File: src/rtl/pal_pkg.sv
// Shared definitions for the palette CPU/video arbiter: FSM encoding, RAM geometry, latched request.
// Latency: none, this file holds definitions only.
// Backpressure: none, this file holds definitions only.
package pal_pkg;

  localparam int PAL_AW = 11;
  localparam int PAL_DW = 8;

  localparam logic [2:0] ST_IDLE    = 3'd0;
  localparam logic [2:0] ST_WAIT    = 3'd1;
  localparam logic [2:0] ST_ACCESS  = 3'd2;
  localparam logic [2:0] ST_CAPTURE = 3'd3;
  localparam logic [2:0] ST_ACK     = 3'd4;

  // CPU request captured when the chip select is first seen
  typedef struct packed {
    logic              wr;     // 1 = write
    logic [PAL_AW-1:0] entry;  // palette entry, AB[12:2]
    logic              lo;     // 1 = LO byte bank
    logic [PAL_DW-1:0] dat;    // write data
  } cpu_req_t;

endpackage

File: src/rtl/pal_slot_timer.sv
// Free-running pixel slot counter and the "CPU may use the RAM" qualifier.
// Latency: slot_ok is combinational from the counter, NCBLK and the wait count.
// Backpressure: none; the FSM samples slot_ok only while a request is waiting.
module pal_slot_timer #(
  parameter int SLOT_PERIOD = 4,
  parameter int STEAL_EN    = 1,
  parameter int MAX_WAIT    = 255
) (
  input  logic       v6m,
  input  logic       reset,
  input  logic       ncblk,
  input  logic [7:0] wait_cnt,
  output logic       slot_ok
);

  localparam int              CW    = (SLOT_PERIOD > 2) ? $clog2(SLOT_PERIOD) : 1;
  localparam logic [CW-1:0]   LAST  = CW'(SLOT_PERIOD - 1);
  localparam logic [7:0]      MAX_W = 8'(MAX_WAIT);
  localparam logic            STEAL = (STEAL_EN != 0);

  logic [CW-1:0] slot_cnt;

  // Count pixel clocks modulo SLOT_PERIOD, running through blanking as well
  always_ff @(posedge v6m) begin
    if (reset) begin
      slot_cnt <= '0;
    end else if (slot_cnt == LAST) begin
      slot_cnt <= '0;
    end else begin
      slot_cnt <= slot_cnt + CW'(1);
    end
  end

  // The FSM decides one cycle ahead of the access, so the steal term looks at the
  // last count: the ACCESS cycle itself then lands on slot counter == 0.
  assign slot_ok = ~ncblk | (STEAL & (slot_cnt == LAST)) | (wait_cnt == MAX_W);

endmodule

File: src/rtl/pal_cpu_arbiter.sv
// Shares the HI/LO palette RAM between the video pixel path (default owner) and the 68000.
// Latency: request to NDTACK low is 3 cycles (write) / 4 cycles (read) with a free slot, MAX_WAIT+4 worst case.
// Backpressure: the CPU is held with NDTACK high until its access completes; video is never stalled, only flagged via PIX_HOLD.
module pal_cpu_arbiter
  import pal_pkg::*;
#(
  parameter int SLOT_PERIOD = 4,
  parameter int STEAL_EN    = 1,
  parameter int MAX_WAIT    = 255
) (
  input  logic        V6M,
  input  logic        RESET,
  input  logic        NCOLCS,
  input  logic        NREAD,
  input  logic [12:1] AB,
  input  logic [7:0]  CPU_DIN,
  output logic [7:0]  CPU_DOUT,
  output logic        NDTACK,
  input  logic        NCBLK,
  input  logic [9:0]  CD,
  output logic [10:0] RAM_ADDR,
  output logic [7:0]  RAM_DIN,
  output logic        RAM_WE_HI,
  output logic        RAM_WE_LO,
  input  logic [7:0]  RAM_DOUT_HI,
  input  logic [7:0]  RAM_DOUT_LO,
  output logic        VID_OWN,
  output logic        PIX_HOLD,
  output logic [15:0] STEAL_CNT
);

  localparam logic [7:0] MAX_W = 8'(MAX_WAIT);

  logic [2:0] state;
  cpu_req_t   req;
  logic [7:0] wait_cnt;
  logic       slot_ok;

  pal_slot_timer #(
    .SLOT_PERIOD (SLOT_PERIOD),
    .STEAL_EN    (STEAL_EN),
    .MAX_WAIT    (MAX_WAIT)
  ) u_slot_timer (
    .v6m      (V6M),
    .reset    (RESET),
    .ncblk    (NCBLK),
    .wait_cnt (wait_cnt),
    .slot_ok  (slot_ok)
  );

  // Request sequencing: latch on chip select, wait for a slot, access, optional capture, ack
  always_ff @(posedge V6M) begin
    if (RESET) begin
      state <= ST_IDLE;
      req   <= '0;
    end else begin
      case (state)
        ST_IDLE: begin
          if (!NCOLCS) begin
            req   <= '{wr: NREAD, entry: AB[12:2], lo: AB[1], dat: CPU_DIN};
            state <= ST_WAIT;
          end
        end
        ST_WAIT: begin
          // A CPU that gives up must not get a late write, so abort wins over a slot
          if (NCOLCS) begin
            state <= ST_IDLE;
          end else if (slot_ok) begin
            state <= ST_ACCESS;
          end
        end
        ST_ACCESS: state <= req.wr ? ST_ACK : ST_CAPTURE;
        ST_CAPTURE: state <= ST_ACK;
        ST_ACK: begin
          if (NCOLCS) begin
            state <= ST_IDLE;
          end
        end
        default: state <= ST_IDLE;
      endcase
    end
  end

  // Cycles spent waiting for a slot; saturates at the forced-steal threshold
  always_ff @(posedge V6M) begin
    if (RESET) begin
      wait_cnt <= '0;
    end else if (state == ST_IDLE && !NCOLCS) begin
      wait_cnt <= '0;
    end else if (state == ST_WAIT && wait_cnt != MAX_W) begin
      wait_cnt <= wait_cnt + 8'd1;
    end
  end

  // Read data arrives one cycle after the address, so grab it in CAPTURE and hold it
  always_ff @(posedge V6M) begin
    if (RESET) begin
      CPU_DOUT <= '0;
    end else if (state == ST_CAPTURE) begin
      CPU_DOUT <= req.lo ? RAM_DOUT_LO : RAM_DOUT_HI;
    end
  end

  // Count accesses that displaced a visible pixel
  always_ff @(posedge V6M) begin
    if (RESET) begin
      STEAL_CNT <= '0;
    end else if (state == ST_ACCESS && NCBLK && STEAL_CNT != 16'hFFFF) begin
      STEAL_CNT <= STEAL_CNT + 16'd1;
    end
  end

  // RAM port mux: video address except during the single CPU access cycle
  always_comb begin
    VID_OWN   = 1'b1;
    RAM_ADDR  = {1'b0, CD};
    RAM_DIN   = req.dat;
    RAM_WE_HI = 1'b0;
    RAM_WE_LO = 1'b0;
    PIX_HOLD  = 1'b0;
    if (state == ST_ACCESS) begin
      VID_OWN   = 1'b0;
      RAM_ADDR  = req.entry;
      RAM_WE_LO = req.wr & req.lo;
      RAM_WE_HI = req.wr & ~req.lo;
      PIX_HOLD  = NCBLK;
    end
  end

  assign NDTACK = (state != ST_ACK);

endmodule

File: config.mk
export PLATFORM = sky130hd
export DESIGN_NAME = pal_cpu_arbiter
export DESIGN_NICKNAME = d
export VERILOG_FILES = /design/src/rtl/pal_pkg.sv /design/src/rtl/pal_slot_timer.sv /design/src/rtl/pal_cpu_arbiter.sv
export SDC_FILE = /design/constraint.sdc
export NUM_CORES = 1
export LEC_CHECK = 0
export CAP_MARGIN = 40
export CORE_MARGIN = 2
export CORE_UTILIZATION = 48
export CTS_BUF_LIST = sky130_fd_sc_hd__clkbuf_16
export DETAILED_ROUTE_END_ITERATION = 8
export PLACE_DENSITY_LB_ADDON = 0.1
export SLEW_MARGIN = 20
export SYNTH_ARGS = -nofsm -noshare
export SYNTH_HDL_FRONTEND = slang
export SYNTH_SLANG_ARGS = --single-unit
File: constraint.sdc
create_clock -name V6M -period 6.3 [get_ports V6M]
set_clock_uncertainty 0.15 [all_clocks]
set_input_delay 1.575 -clock V6M [delete_from_list [all_inputs] [get_ports V6M]]
set_output_delay 1.575 -clock V6M [all_outputs]
set_load 0.02 [all_outputs]
==> impl_results.md <==
* Worst reg2reg endpoint: STEAL_CNT[7]
* Setup CP Type: input pin to output pin
* Crit path depth at 4
* Ys async rst share at 0%
* Largest family of logic cells by synthesized area: simple AND/OR/NAND/NOR gates
* 1st-iter DRT viols at 106
* Min Hold Slack at 0.3027 ns
* Gp weighted congestion at 0.7755
* Worst setup path end: PIX_HOLD
* RSZ-0062 raised after global routing: no
* CTS Root Buffer Type: clkbuf_16
* Mux share of post-synthesis cell area at 8.927%
* Drt wl/cell at 14.34 um
* Fmax at 209.8 MHz
* DP Cell Count at 465
* CP startpoint kind: input pin
* Drt pass-1 iters at 4
* Most frequent cell after synthesis: dfxtp_1
* Mapped Area at 2775 um2
* Yosys warns at 0
* Largest area contributor in the netlist: dfxtp_1
* Worst R2R Path Depth at 4
* Seq/Total Area, Yosys at 41.84%
* DP Wirelength at 4793 um
* Die Width at 80.04 um
* IO Count at 99
* Max-capacitance violation count at 0
* Layout overhead on the synthesized area at 45.58%
* Initial Utilization at 50.09%
* CP top delay family: buffers and inverters
* Buf/Inv on CP at 3
* GR Overflow Total at 0
* Critical Path Sink Type: output pin
* Crit Path Max Fanout at 12
* Non-filler cells in the finished layout at 482
* Number of global-route vias before repair at 2451
* Post-CTS Setup Inserts at 0
* Critical Path Source: NCBLK
* Dominant synthesized flop cell: dfxtp_1
* WP data arrival at 3.04 ns
* Worst-Margin Slew at 0.8170 ns
* Worst hold path class: flip-flop to flip-flop
* Worst skew pair latency at 0.33 ns
* Post_cts resized at 0
* CP peak stage delay at 0.62 ns
* CP max stage cell: clkdlybuf4s50_1
* Antenna cells at 0
* Clk sinks at 58
* Hold Vio Cnt, Final at 0
* Die area at 6406 um2
* Share of layout cells above drive strength 1 at 10.24%
* # nets final at 459
* Pins Over Slew Limit at 0
* Top cell by count, worst path: clkdlybuf4s50_1
* Max-slew headroom at 45.47%
* Max VDD drop at 0.2171 mV
* Setup_tns at 0 ns
* Via Count at 2592
* CTS tree: built
* Required @ worst endpoint at 4.58 ns
* Post-layout minimum cycle time at 4.767 ns
* Clock slew at reported path FFs at 0.05 ns
* Post-synth EDFFs at 0
* Die extent in y at 80.04 um
* Post-Synth Simple-Gate Area at 25.56%
* Status: complete, no violations
* Syn Nets at 374
* Htree depth at 3
* R2r setup slk at 3.72 ns
* Synth Instances at 320
* Post-synthesis cell type count at 44
* Pwr Density at 258.8 nW/um2
* Row Count at 27
* Final setup fails at 0
* Via density at 5.378
* Antenna Nets Post-Route at 0
* Hold_buf cts at 0
* GRT Util Overall at 22.52%
* Top cells by area, synth: dfxtp_1 (42%), nand2_1 (6.9%), a21oi_1 (6.1%), mux2_2 (5.7%), nor2_1 (3.5%)
* Inserted Clock Buffers at 9
* XOR/XNOR Fraction of Synth Area at 2.209%
* Fin crit share at 75.66%
* CP cell instances: clkdlybuf4s50_1 -> nand2_2 -> inv_2 -> clkdlybuf4s50_1
* FF-to-FF Start: state[1]
* First-pass GRT wire length at 11230 um
* Syn Area/Cell at 8.672 um2
* Core area at 5540 um2
* Wirelength, routed at 6914 um
* Initial antenna violation count at 0
* Synth cell count leaders: dfxtp_1 (58), nand2_1 (51), a21oi_1 (34), nor2_1 (26)
* I/O Buffers at 98
* CTS max path bufs at 2
* Final core occ at 72.92%
* # DRC at 0
* FF+latch count, synth at 58
* Top-area cell type share of the netlist area at 41.84%
* Compound-Gate Fraction of Synth Area at 14.25%
* Area share of fa/ha/maj cells after synthesis at 1.353%
* Largest net degree at the start of global routing at 43
* Static leakage at 1.450 nW
## cell usage in the layout, fill, tap and decap left out, types with 2 or more instances in the layout
cell | netlist | layout
nor2_1 | 26 | 26
bufinv_16 | 0 | 2
clkinv_2 | 0 | 4
inv_1 | 2 | 2
and3_1 | 4 | 4
nand2_1 | 51 | 51
nand3_1 | 6 | 6
buf_4 | 11 | 2
nor3b_1 | 3 | 3
mux2i_1 | 9 | 9
or4_1 | 4 | 4
xor2_1 | 7 | 7
o2111ai_1 | 3 | 3
or3_1 | 7 | 7
a211oi_1 | 8 | 8
nand4_1 | 7 | 7
o21ai_0 | 7 | 7
dfxtp_1 | 58 | 58
mux2_2 | 14 | 14
nor2b_1 | 4 | 4
or4b_1 | 2 | 2
nor4_1 | 3 | 2
clkbuf_16 | 0 | 9
and2_1 | 4 | 4
o211ai_1 | 2 | 2
ha_1 | 3 | 3
clkdlybuf4s50_1 | 0 | 97
o31ai_1 | 4 | 4
nor3b_4 | 2 | 2
a21oi_1 | 34 | 34
nor3_1 | 3 | 3
and4_1 | 3 | 3
## worst min path at each step
stage / start / end / slack [ns] / depth (start not counted)
6_report: RAM_DIN[3] / RAM_DIN[3] / 0.30 / 2
4_1_cts: req[19] / req[19] / 0.30 / 2
3_5_place_dp: req[19] / req[19] / 0.30 / 2
3_3_place_gp: u_slot_timer.slot_cnt[0] / u_slot_timer.slot_cnt[0] / 0.27 / 1
5_1_grt: req[15] / req[15] / 0.32 / 2
2_1_floorplan: u_slot_timer.slot_cnt[0] / u_slot_timer.slot_cnt[0] / 0.26 / 1
## metrics by stage
stage,worst slack (ns),power [mW],instance area [um2]
2_1_floorplan,2.698,0.4862,2775
3_3_place_gp,1.541,0.5435,3704
3_5_place_dp,1.522,0.5485,3724
4_1_cts,1.529,1.053,4033
5_1_grt,1.483,1.084,4040
6_report,1.533,1.046,4040
## power by group
group / leakage [nW] / internal [mW] / switching, mW
clock: 0.156 / 0.341 / 0.163
sequential: 0.472 / 0.384 / 0.0145
combinational: 0.822 / 0.0766 / 0.0664
## registers in the layout (all words and copies together) (netlist names)
| signal | flops |
|---|---|
| u_slot_timer.slot_cnt | 2 |
| state | 3 |
| CPU_DOUT | 8 |
| STEAL_CNT | 16 |
| req | 13 |
| wait_cnt | 8 |
| RAM_DIN | 8 |
## worst reg2reg max path: cells and delay by family, from the launching register on
kind	cells	cell delay [ns]
multiplexers	1	0.37
AND/OR/NAND/NOR	3	1.44
flip-flops	1	0.52
## logic make-up (layout without fill, tap and decap cells)
family,Yosys count,in the layout
flops,58,58
compound gates,65,65
simple gates,134,134
xor+xnor,7,7
fa+ha+maj,3,3
mux,23,23
buf+inv,30,120
## area by class of cell
cell class / count / area [um2]
tap: 72 / 90.09
sequential: 58 / 1161
multi-input combinational: 232 / 1458
fill: 436 / 1500
inverter: 3 / 11.26
timing repair buffer: 101 / 1011
clock inverter: 7 / 83.83
clock buffer: 9 / 225.2
## per-layer routing
metal  routed length (um)  share of wire (%)  track usage (%)
met4                   83                1.2            7.627
met3                  450                6.5            8.032
met1                 2900                 42            26.18
met5                    0                  0                0
met2                 3479                 50            38.25
Note: power is estimated with default switching activity, not from simulation.
